===== config.mk =====
export PLATFORM = sky130hd
export DESIGN_NAME = word_slicer
export DESIGN_NICKNAME = d
export VERILOG_FILES = /design/src/rtl/word_slicer_pkg.sv /design/src/rtl/word_slicer.sv
export SDC_FILE = /design/constraint.sdc
export NUM_CORES = 1
export LEC_CHECK = 0
export ABC_AREA = 1
export BUFFER_PORTS_ARGS = -buffer_cell sky130_fd_sc_hd__buf_2
export CAP_MARGIN = 20
export CORE_MARGIN = 2
export CORE_UTILIZATION = 52
export CTS_BUF_LIST = sky130_fd_sc_hd__clkbuf_4
export DETAILED_ROUTE_END_ITERATION = 10
export PLACE_DENSITY = 0.77
export REMOVE_ABC_BUFFERS = 1
export SLEW_MARGIN = 30
export SYNTH_ARGS = -nofsm -noshare
export SYNTH_HDL_FRONTEND = slang
export SYNTH_SLANG_ARGS = --single-unit

===== constraint.sdc =====
create_clock -name clk -period 1.51 [get_ports clk]
set_input_delay 0.0755 -clock clk [delete_from_list [all_inputs] [get_ports clk]]
set_output_delay 0.0755 -clock clk [all_outputs]
set_load 0.005 [all_outputs]

===== src/rtl/word_slicer_pkg.sv =====
`default_nettype none
// ============================================================================
// Module   : word_slicer_pkg
// Brief    : Shared types and helpers for the word_slicer width converter.
// Revision : 1.0 - initial release
// ============================================================================
package word_slicer_pkg;

  typedef enum logic [0:0] {
    IDLE  = 1'b0,
    SHIFT = 1'b1
  } word_slicer_state_t;

  // A requested length of 0, or anything past the slice count, means a full word.
  function automatic int unsigned eff_len(input int unsigned len, input int unsigned nslice);
    return (len == 0 || len > nslice) ? nslice : len;
  endfunction

  function automatic bit width_ok(input int unsigned word_w, input int unsigned slice_w);
    return (slice_w != 0) && ((word_w % slice_w) == 0);
  endfunction

endpackage
`default_nettype wire


===== src/rtl/word_slicer.sv =====
`default_nettype none
// ============================================================================
// Module   : word_slicer
// Brief    : Wide-to-narrow converter, emits each word as LSB-first slices.
// Revision : 1.0 - initial release
// ============================================================================
module word_slicer
  import word_slicer_pkg::*;
#(
  parameter int WORD_W  = 8,
  parameter int SLICE_W = 2,
  parameter int NSLICE  = WORD_W / SLICE_W,
  parameter int LEN_W   = $clog2(NSLICE + 1)
) (
  input  logic               clk,
  input  logic               rst_n,
  input  logic               in_valid,
  output logic               in_ready,
  input  logic [WORD_W-1:0]  in_data,
  input  logic [LEN_W-1:0]   in_len,
  output logic               out_valid,
  input  logic               out_ready,
  output logic [SLICE_W-1:0] out_data,
  output logic               out_last,
  output logic [LEN_W-1:0]   out_idx
);

  localparam logic [LEN_W-1:0] c_one = LEN_W'(1);

  generate
    if (!width_ok(WORD_W, SLICE_W)) begin : g_bad_width
      $error("word_slicer: WORD_W must be a non-zero multiple of SLICE_W");
    end
  endgenerate

  word_slicer_state_t r_state;
  logic [WORD_W-1:0]  r_hold;
  logic [LEN_W-1:0]   r_len;

  logic               w_accept;
  logic               w_out_hs;
  logic [LEN_W-1:0]   w_len;
  logic [LEN_W-1:0]   w_idx_next;
  logic [WORD_W-1:0]  w_shift;

  // No path from in_valid: ready depends only on state and the last-slice handshake.
  assign in_ready   = (r_state == IDLE) | (out_valid & out_ready & out_last);
  assign w_accept   = in_valid & in_ready;
  assign w_out_hs   = out_valid & out_ready;
  assign w_len      = LEN_W'(eff_len(32'(in_len), 32'(NSLICE)));
  assign w_idx_next = out_idx + c_one;
  assign w_shift    = r_hold >> SLICE_W;

  always_ff @(posedge clk or negedge rst_n) begin
    if (!rst_n) begin
      r_state   <= IDLE;
      r_hold    <= '0;
      r_len     <= '0;
      out_valid <= 1'b0;
      out_data  <= '0;
      out_last  <= 1'b0;
      out_idx   <= '0;
    end else if (w_accept) begin
      // Also covers the zero-bubble reload on a last-slice handshake.
      r_state   <= SHIFT;
      r_hold    <= in_data;
      r_len     <= w_len;
      out_valid <= 1'b1;
      out_data  <= in_data[SLICE_W-1:0];
      out_last  <= (w_len == c_one);
      out_idx   <= '0;
    end else if (w_out_hs) begin
      if (out_last) begin
        r_state   <= IDLE;
        out_valid <= 1'b0;
        out_last  <= 1'b0;
      end else begin
        r_hold   <= w_shift;
        out_data <= w_shift[SLICE_W-1:0];
        out_idx  <= w_idx_next;
        out_last <= (w_idx_next == (r_len - c_one));
      end
    end
  end

endmodule
`default_nettype wire


== Word level (Yosys, flattened, before mapping) ==
Cells that the tools add are included.

* Bitwise gates (word level): 5
* Muxes and demuxes: 16
* $add $sub $neg: 2
* Equality and inequality tests: 3
* Order comparisons: 1
* Reductions and logical operators: 6

{| class="wikitable"
|+ Operators with widths
! operator !! count
|-
| 2-to-1 mux 8 bit || 3
|-
| 2-to-1 mux 3 bit || 4
|-
| 2-to-1 mux 1 bit || 6
|-
| 2-to-1 mux 2 bit || 3
|-
| AND reduction 2 bit || 2
|-
| nonzero test 2 bit || 2
|-
| adder 3 x 1 -> 3 bit, second input constant || 1
|-
| AND 1 bit || 3
|-
| == test 3 x 1 -> 1 bit, second input constant || 1
|-
| == test 3 bit || 1
|-
| > comparator 3 bit, second input constant || 1
|-
| logical NOT 3 bit || 1
|-
| subtractor 3 x 1 -> 3 bit, second input constant || 1
|-
| != test 2 x 1 -> 1 bit, second input constant || 1
|-
| logical OR 1 bit || 1
|-
| inverter 1 bit || 1
|-
| bitwise OR 1 bit || 1
|}

* Bits in registers: 18
* Word-level logic and storage cells: 39
* Input bits: 15

== Depth between registers and ports, before layout ==
Gate-level depths: netlist of the first run.

* Depth after elaboration: 6
* Mapped depth: 9
* Depth with buffers taken out: 9

== Worst setup path after synthesis of the first run ==
OpenSTA, ideal clock, no wires.

* Path type: flip-flop to flip-flop
* From: register out_idx[0]
* To: register out_last
* Period minus slack after synthesis: 1,172 ps
* Data arrival time: 1,095 ps
* Cell stages (with the launch flop): 8
* Setup slack: 338 ps
* Cells stage by stage: dfrtp_1 -> ha_1 -> inv_1 -> nand2_1 -> nand2_1 -> nor2_1 -> nand3_1 -> a21oi_1

* Word-level cells in the longest chain between the ends: 5

{| class="wikitable"
|+ RTL lines
! element !! line !! source
|-
| start: declaration || word_slicer.sv:25 || <nowiki>output logic [LEN_W-1:0] out_idx</nowiki>
|-
| start signal: assignment || word_slicer.sv:80 || <nowiki>out_idx <= w_idx_next;</nowiki>
|-
| adder 3 x 1 -> 3 bit || word_slicer.sv:51 || <nowiki>assign w_idx_next = out_idx + c_one;</nowiki>
|-
| == test 3 bit || word_slicer.sv:81 || <nowiki>out_last <= (w_idx_next == (r_len - c_one));</nowiki>
|-
| 2-to-1 mux 1 bit || word_slicer.sv:73 || <nowiki>if (out_last) begin</nowiki>
|-
| 2-to-1 mux 1 bit || word_slicer.sv:72 || <nowiki>end else if (w_out_hs) begin</nowiki>
|-
| 2-to-1 mux 1 bit || word_slicer.sv:63 || <nowiki>end else if (w_accept) begin</nowiki>
|-
| end signal: assignment || word_slicer.sv:70 || <nowiki>out_last <= (w_len == c_one);</nowiki>
|-
| end signal: assignment || word_slicer.sv:81 ||
|-
| end: declaration || word_slicer.sv:24 || <nowiki>output logic out_last,</nowiki>
|}

No other way between the ends. The select of a mux whose other input is x is not followed.
A chain may end at the register's enable or synchronous reset.

== Final worst setup path of the first run ==
* From: register out_last
* To: register r_hold[5]

* Word-level cells in the longest chain between the ends: 5
* Elaborated cells between the ends (all ways): 7

{| class="wikitable"
|+ RTL lines
! element !! line !! source
|-
| AND 1 bit || word_slicer.sv:47 || <nowiki>assign in_ready = (r_state == IDLE) | (out_valid & out_ready & out_last);</nowiki>
|-
| bitwise OR 1 bit || word_slicer.sv:47 ||
|-
| AND 1 bit || word_slicer.sv:48 || <nowiki>assign w_accept = in_valid & in_ready;</nowiki>
|-
| != test 2 x 1 -> 1 bit (no line) or nonzero test 2 bit (tied branches) || n/a ||
|-
| AND reduction 2 bit (no line) || n/a ||
|-
| end signal: assignment || word_slicer.sv:66 || <nowiki>r_hold <= in_data;</nowiki>
|-
| end signal: assignment || word_slicer.sv:78 || <nowiki>r_hold <= w_shift;</nowiki>
|-
| end: declaration || word_slicer.sv:37 || <nowiki>logic [WORD_W-1:0] r_hold;</nowiki>
|}

Parallel ways exist; a longest one is shown, timed or not.

==> metrics.cfg, run 1 <==
[detailed_routing]
viasPerCell = 4.75
first_pass_iters = 4
drc = 0
num_vias = 789
wl_um = 1810
wl_per_cell_um = 10.9
drt-initial-drc-count = 8
ant_nets = 0

[logic_synthesis]
synth_area_um2 = 1030
ys_warn_count = 0
ys_ff_latch = 16
synth_cell_types = 25
synth_top_area_share_pct = 38.9
yosys-top-cells-area = dfrtp_1 39%, nand3_2 13%, nand2_1 12%
yosysTopAreaCell = dfrtp_1
ys_seq_area_share_pct = 38.9
syn_inst = 117
avgSynthCellArea_um2 = 8.80

[power]
combPwrFrac_pct = 51.5
ir_drop_v = 0.000859
p_int_mw = 1.15
leakage_nw = 0.626
p_per_area_nw_per_um2 = 1770
power_frac_seq_pct = 38.0
power.share.clock_pct = 10.5
p_sw_uw = 903
p_sw_share_pct = 44.0

[die]
rows = 16
fp.dieW_um = 48.5
die_area_um2 = 2350
dieHeight_um = 48.5
core_area_um2 = 1920
start_util_pct = 53.6
num_io_pins = 23

[timing]
setup_violations = 0
layout_min_cycle_time_ps = 1290
grt_setup_unrepaired = false
relSlewSlack_pct = 76.0
fin_tns_setup_ps = 0
hold_viol_final = 0
clock_skew_ps = 4.90
post-route-period-util_pct = 85.7
setup_slack_ps = 217
max_freq_mhz = 773
report.final.slew_viol_count = 0
worst_pin_slew_ps = 361

[min_path]
min_path_type = primary input to register
min_from = in_data[7]

[layout]
postLayoutCoreUtil_pct = 60.3
nNetsFinal = 159
synthToLayoutAreaGrowth_pct = 12.5
regArea_um2 = 400
drive_gt1_share_pct = 41.7
antenna_cells = 0
multi_input_area_um2 = 503
nFillCells = 192

[placed_design]
port_buffers = 22
post-place-ws_ps = 167
globalplace.congestion = 0.798
dp_hpwl_um = 1390

[setup_path]
r2r_cells = 6
worst_setup_path_start_kind = register
endpoint_kind = register
critPathArrivalTime_ps = 1460
r2r_setup_slack_ps = 220
worstSetupEndpoint = r_hold[5]
path_class = register to register
cp_cell_sequence = nand2_2 > nand2_4 > nand2_4 > clkinv_4 > nand2_1 > o211ai_2
worstPathRequired_ps = 1680
cp_slowest_cell = dfrtp_1
crit_start = out_last
cp_common_cell = nand2_4
cpPeakStageDelay_ps = 450
r2r-end = r_hold[5]
critPathMaxFanout = 16
r2r-start = out_last

[clock_network]
clockBufferDepth = 2
clock_latency_ps = 280
htree_levels = 1
clkTransAtPathRegs_ps = 90
clock_sinks = 16
cts-root-buf = clkbuf_4
cts_buffers = 3
cts-resized-gates = 0
cts_tree = built

[run_status]
status = complete, no violations

[grt]
grt_max_degree = 17
gr-total-overflow = 0
grt_first_pass_wirelength_um = 3340
antenna_found_initial = 0
grt_pass1_vias = 752
grt_usage_pct = 17.9

[job]
cap_violations = 0

## cell type report
type	count	share of cell area, %
Sequential cell	16	34.6
Clock buffer	3	1.94
Multi-Input combinational cell	79	43.4
Inverter	17	5.94
Timing Repair Buffer	24	11.2
Tap cell	27	2.92
## cells by family after synthesis
group	after synthesis	synth area share, %
buf+inv	22	12.3
simple gates	66	37.2
fa+ha+maj	3	3.65
flops	16	38.9
compound gates	10	8.02
## layer usage
metal / GRT usage [%] / vias up / wire, um
met4: 4.29 / 0 / 18
li1: - / 414 / -
met3: 3.09 / 2 / 72
met2: 31.3 / 17 / 925
met1: 23.2 / 356 / 792
met5: 0 / - / 0
## state kept, by name (all words and copies together) (netlist names)
name	cells
r_state	1
out_idx	3
r_len	3
out_last	1
out_data	1
r_hold	7
## how the worst min path moves through the flow
stage | end | cells after the start
finish | r_hold[7] | 3
global route | r_hold[1] | 3
CTS | r_hold[7] | 3
detailed placement | out_data[0] | 1
global placement | r_state | 1
floorplan | out_data[0] | 0
## layout by cell type, fill, tap and decap left out, types with 2 or more instances in the layout
| cell | n |
|---|---|
| nand2_1 | 33 |
| buf_2 | 22 |
| dfrtp_1 | 16 |
| inv_1 | 15 |
| nand3_2 | 13 |
| nand2_2 | 7 |
| nand3_1 | 5 |
| o21ai_2 | 4 |
| ha_1 | 3 |
| clkbuf_4 | 3 |
| nand2_4 | 2 |
| nor2_1 | 2 |
| dlygate4sd3_1 | 2 |
## critical path, delay by kind of cell, from the launching register on
family,cells,cell delay (ps)
simple gates,4,460
flops,1,450
buf+inv,1,170
compound gates,1,80
## metrics by stage
stage	power, mW	hold WS [ps]	std cells	cell area (um2)
CTS	2.09	2.91	166	1160
detailed placement	1.86	11.2	161	1120
global route	2.27	6.38	166	1160
finish	2.05	2.47	166	1160
floorplan	1.57	-220	112	972
global placement	1.82	6.27	161	1120
## cells in the mapped netlist, drive strengths merged
master,instances
ha,3
dfrtp,16
a21boi,1
or2,1
nand4,1
nand2,42
buf,5
clkinv,1
o211ai,1
inv,16
o21ai,6
nor2,4
a21oi,1
o22ai,1
nand3,18
## power by group through the flow
| stage | Combinational, mW | Sequential, mW | Clock [mW] |
|---|---|---|---|
| 2_1_floorplan | 0.801 | 0.771 | 0 |
| 3_3_place_gp | 1.04 | 0.778 | 0 |
| 3_5_place_dp | 1.07 | 0.791 | 0 |
| 4_1_cts | 1.08 | 0.781 | 0.226 |
| 5_1_grt | 1.22 | 0.809 | 0.247 |
| 6_report | 1.06 | 0.781 | 0.216 |
## timing repair
item,4_1_cts,5_1_grt
buffers inserted,0,0
hold buffers,2,0
endpoints found under the hold margin,17,0
No activity file was read; power rests on OpenSTA's default activity.
==> inputs of run 2 (changes only) <==
--- a/config.mk
+++ b/config.mk
@@ -9,10 +9,10 @@
 export BUFFER_PORTS_ARGS = -buffer_cell sky130_fd_sc_hd__buf_2
 export CAP_MARGIN = 20
 export CORE_MARGIN = 2
-export CORE_UTILIZATION = 52
+export CORE_UTILIZATION = 50
 export CTS_BUF_LIST = sky130_fd_sc_hd__clkbuf_4
 export DETAILED_ROUTE_END_ITERATION = 10
-export PLACE_DENSITY = 0.77
+export PLACE_DENSITY = 0.78
 export REMOVE_ABC_BUFFERS = 1
 export SLEW_MARGIN = 30
 export SYNTH_ARGS = -nofsm -noshare
==> constraint.sdc (replaced) <==
create_clock -name clk -period 1.1 [get_ports clk]
set_input_delay 0.055 -clock clk [delete_from_list [all_inputs] [get_ports clk]]
set_output_delay 0.055 -clock clk [all_outputs]
set_load 0.005 [all_outputs]
==> metrics.cfg, run 2 (synthesized netlist as in run 1, its figures left out) <==
[grt]
grt_max_degree = 17
grt_first_pass_wirelength_um = 3960
gr-total-overflow = 0
use_met2_pct = 37.4
antenna_found_initial = 0
top_usage_layer = met2
grt_use_met1_pct = 25.8
grt_usage_pct = 20.7
grt_pass1_vias = 897
met3_usage_pct = 2.76

[clock_network]
cts_tree = built
cts_buffers = 3
clkTransAtPathRegs_ps = 90
clockBufferDepth = 2
clock_latency_ps = 280
cts-root-buf = clkbuf_4
htree_levels = 1
clock_sinks = 16

[power]
ir_drop_v = 0.00151
leakage_nw = 0.744
p_per_area_nw_per_um2 = 2430
power_mw = 3.43

[layout]
mostFrequentLayoutCells = 32 x nand2_1, 22 x buf_2, 16 x dfrtp_1
largest_registers = r_hold: 7 flops, out_idx: 3 flops, r_len: 3 flops
nNetsFinal = 183
drive_gt1_share_pct = 50.9
layout_commonest_cell = nand2_1
synthToLayoutAreaGrowth_pct = 37.2
instances_no_fill = 190
largest_reg_flops = 7
regMostFlops = r_hold
fin_area_um2 = 1410
antenna_cells = 0
nFillCells = 163

[min_path]
whs_path_depth = 4
min_from = in_len[1]
min_path_type = primary input to register
hold_end = r_len[1]

[detailed_routing]
viasPerCell = 4.72
drc = 0
wl_um = 2110
wl_per_cell_um = 11.1
first_pass_iters = 4
num_vias = 896
ant_nets = 0
drt-initial-drc-count = 7

[timing]
worst_pin_slew_ps = 364
max_freq_mhz = 825
relSlewSlack_pct = 75.7
setup_violations = 13
layout_min_cycle_time_ps = 1210
report.final.slew_viol_count = 0
setup_slack_ps = -113
clock_skew_ps = 8.44
grt_setup_unrepaired = true
post-route-period-util_pct = 110
hold_viol_final = 0

[setup_path]
critPathArrivalTime_ps = 1430
r2r_setup_slack_ps = -110
worst_setup_path_start_kind = register
critPathMaxFanout = 2
endpoint_kind = register
worstPathRequired_ps = 1310
r2r-start = r_len[0]
r2r-end = out_last
path_class = register to register
r2r_cells = 8

[run_status]
status = complete, but fails checks
violations = negative setup slack

[die]
rows = 16
num_io_pins = 23
core_area_um2 = 1960
start_util_pct = 52.5
die_area_um2 = 2440
dieHeight_um = 49.4
fp.dieW_um = 49.4

[job]
cap_violations = 0

[placed_design]
port_buffers = 22
globalplace.congestion = 0.803
dp_hpwl_um = 1620
dp.cells = 177
place_area_um2 = 1260

-- run 2: cell types whose count changed in the layout (fill, tap and decap cells not counted), moves of 4 or more --
cell and delta:
buf_4 +15, dlygate4sd3_1 +7, inv_1 -4, inv_2 +4
-- run 2: cell type report --
class	count	area (um2)	area share (%)
well taps	27	33.8	2.39
clock buffers	3	22.5	1.59
flip-flops and latches	16	400	28.3
multi-input cells	79	534	37.8
repair buffers	48	353	25.0
inverters	17	68.8	4.87
-- run 2: worst max-delay path: stages, from the launching register on --
cell and delay (ps):
dfrtp_1 380, inv_2 60, ha_4 260, inv_2 30, nand2_2 50, nand2_1 50
nor2_1 100, nand3_1 100, a21oi_2 120
-- run 2: how the worst max path moves through the flow --
stage	from	endpoint	slack (ps)	cells past startpoint
finish	r_len[0]	out_last	-110	8
global route	r_len[0]	out_last	-190	8
CTS	out_idx[0]	out_last	-110	7
detailed placement	in_len[0]	out_last	-140	8
global placement	in_len[0]	out_last	-100	8
floorplan	out_last	r_hold[5]	-90	6
-- run 2: routing by layer --
| layer | vias up | part of all wire, % |
|---|---|---|
| met2 | 17 | 54 |
| met1 | 420 | 43 |
| met3 | 0 | 3.0 |
| met4 | 0 | 0 |
| met5 | - | 0 |
| li1 | 459 | - |
-- run 2: per-stage QoR --
step	utilization, %	hold slack (ps)	setup slack (ps)	setup TNS, ps
after floorplan	-	-241	-88.0	-632
after global placement	64.3	-12.4	-102	-320
after detailed placement	64.3	-10.9	-138	-634
after CTS	71.0	110	-113	-820
after global routing	72.0	117	-193	-2210
final	72.0	115	-113	-663
-- run 2: power by group --
group	total (mW)	leakage, nW	switching, mW	internal [mW]
Combinational	2.04	0.529	1.03	1.01
Clock	0.308	0.0138	0.181	0.127
Sequential	1.08	0.201	0.222	0.857
Total	3.43	0.744	1.43	2.00
-- run 2: timing repair --
item	CTS	global route
endpoints found under the setup margin	16	18
setup buffers	1	0
pin swaps	7	6
gates cloned	0	0
hold buffers	9	0
hold endpoints to repair	24	0
resized for setup	2	6
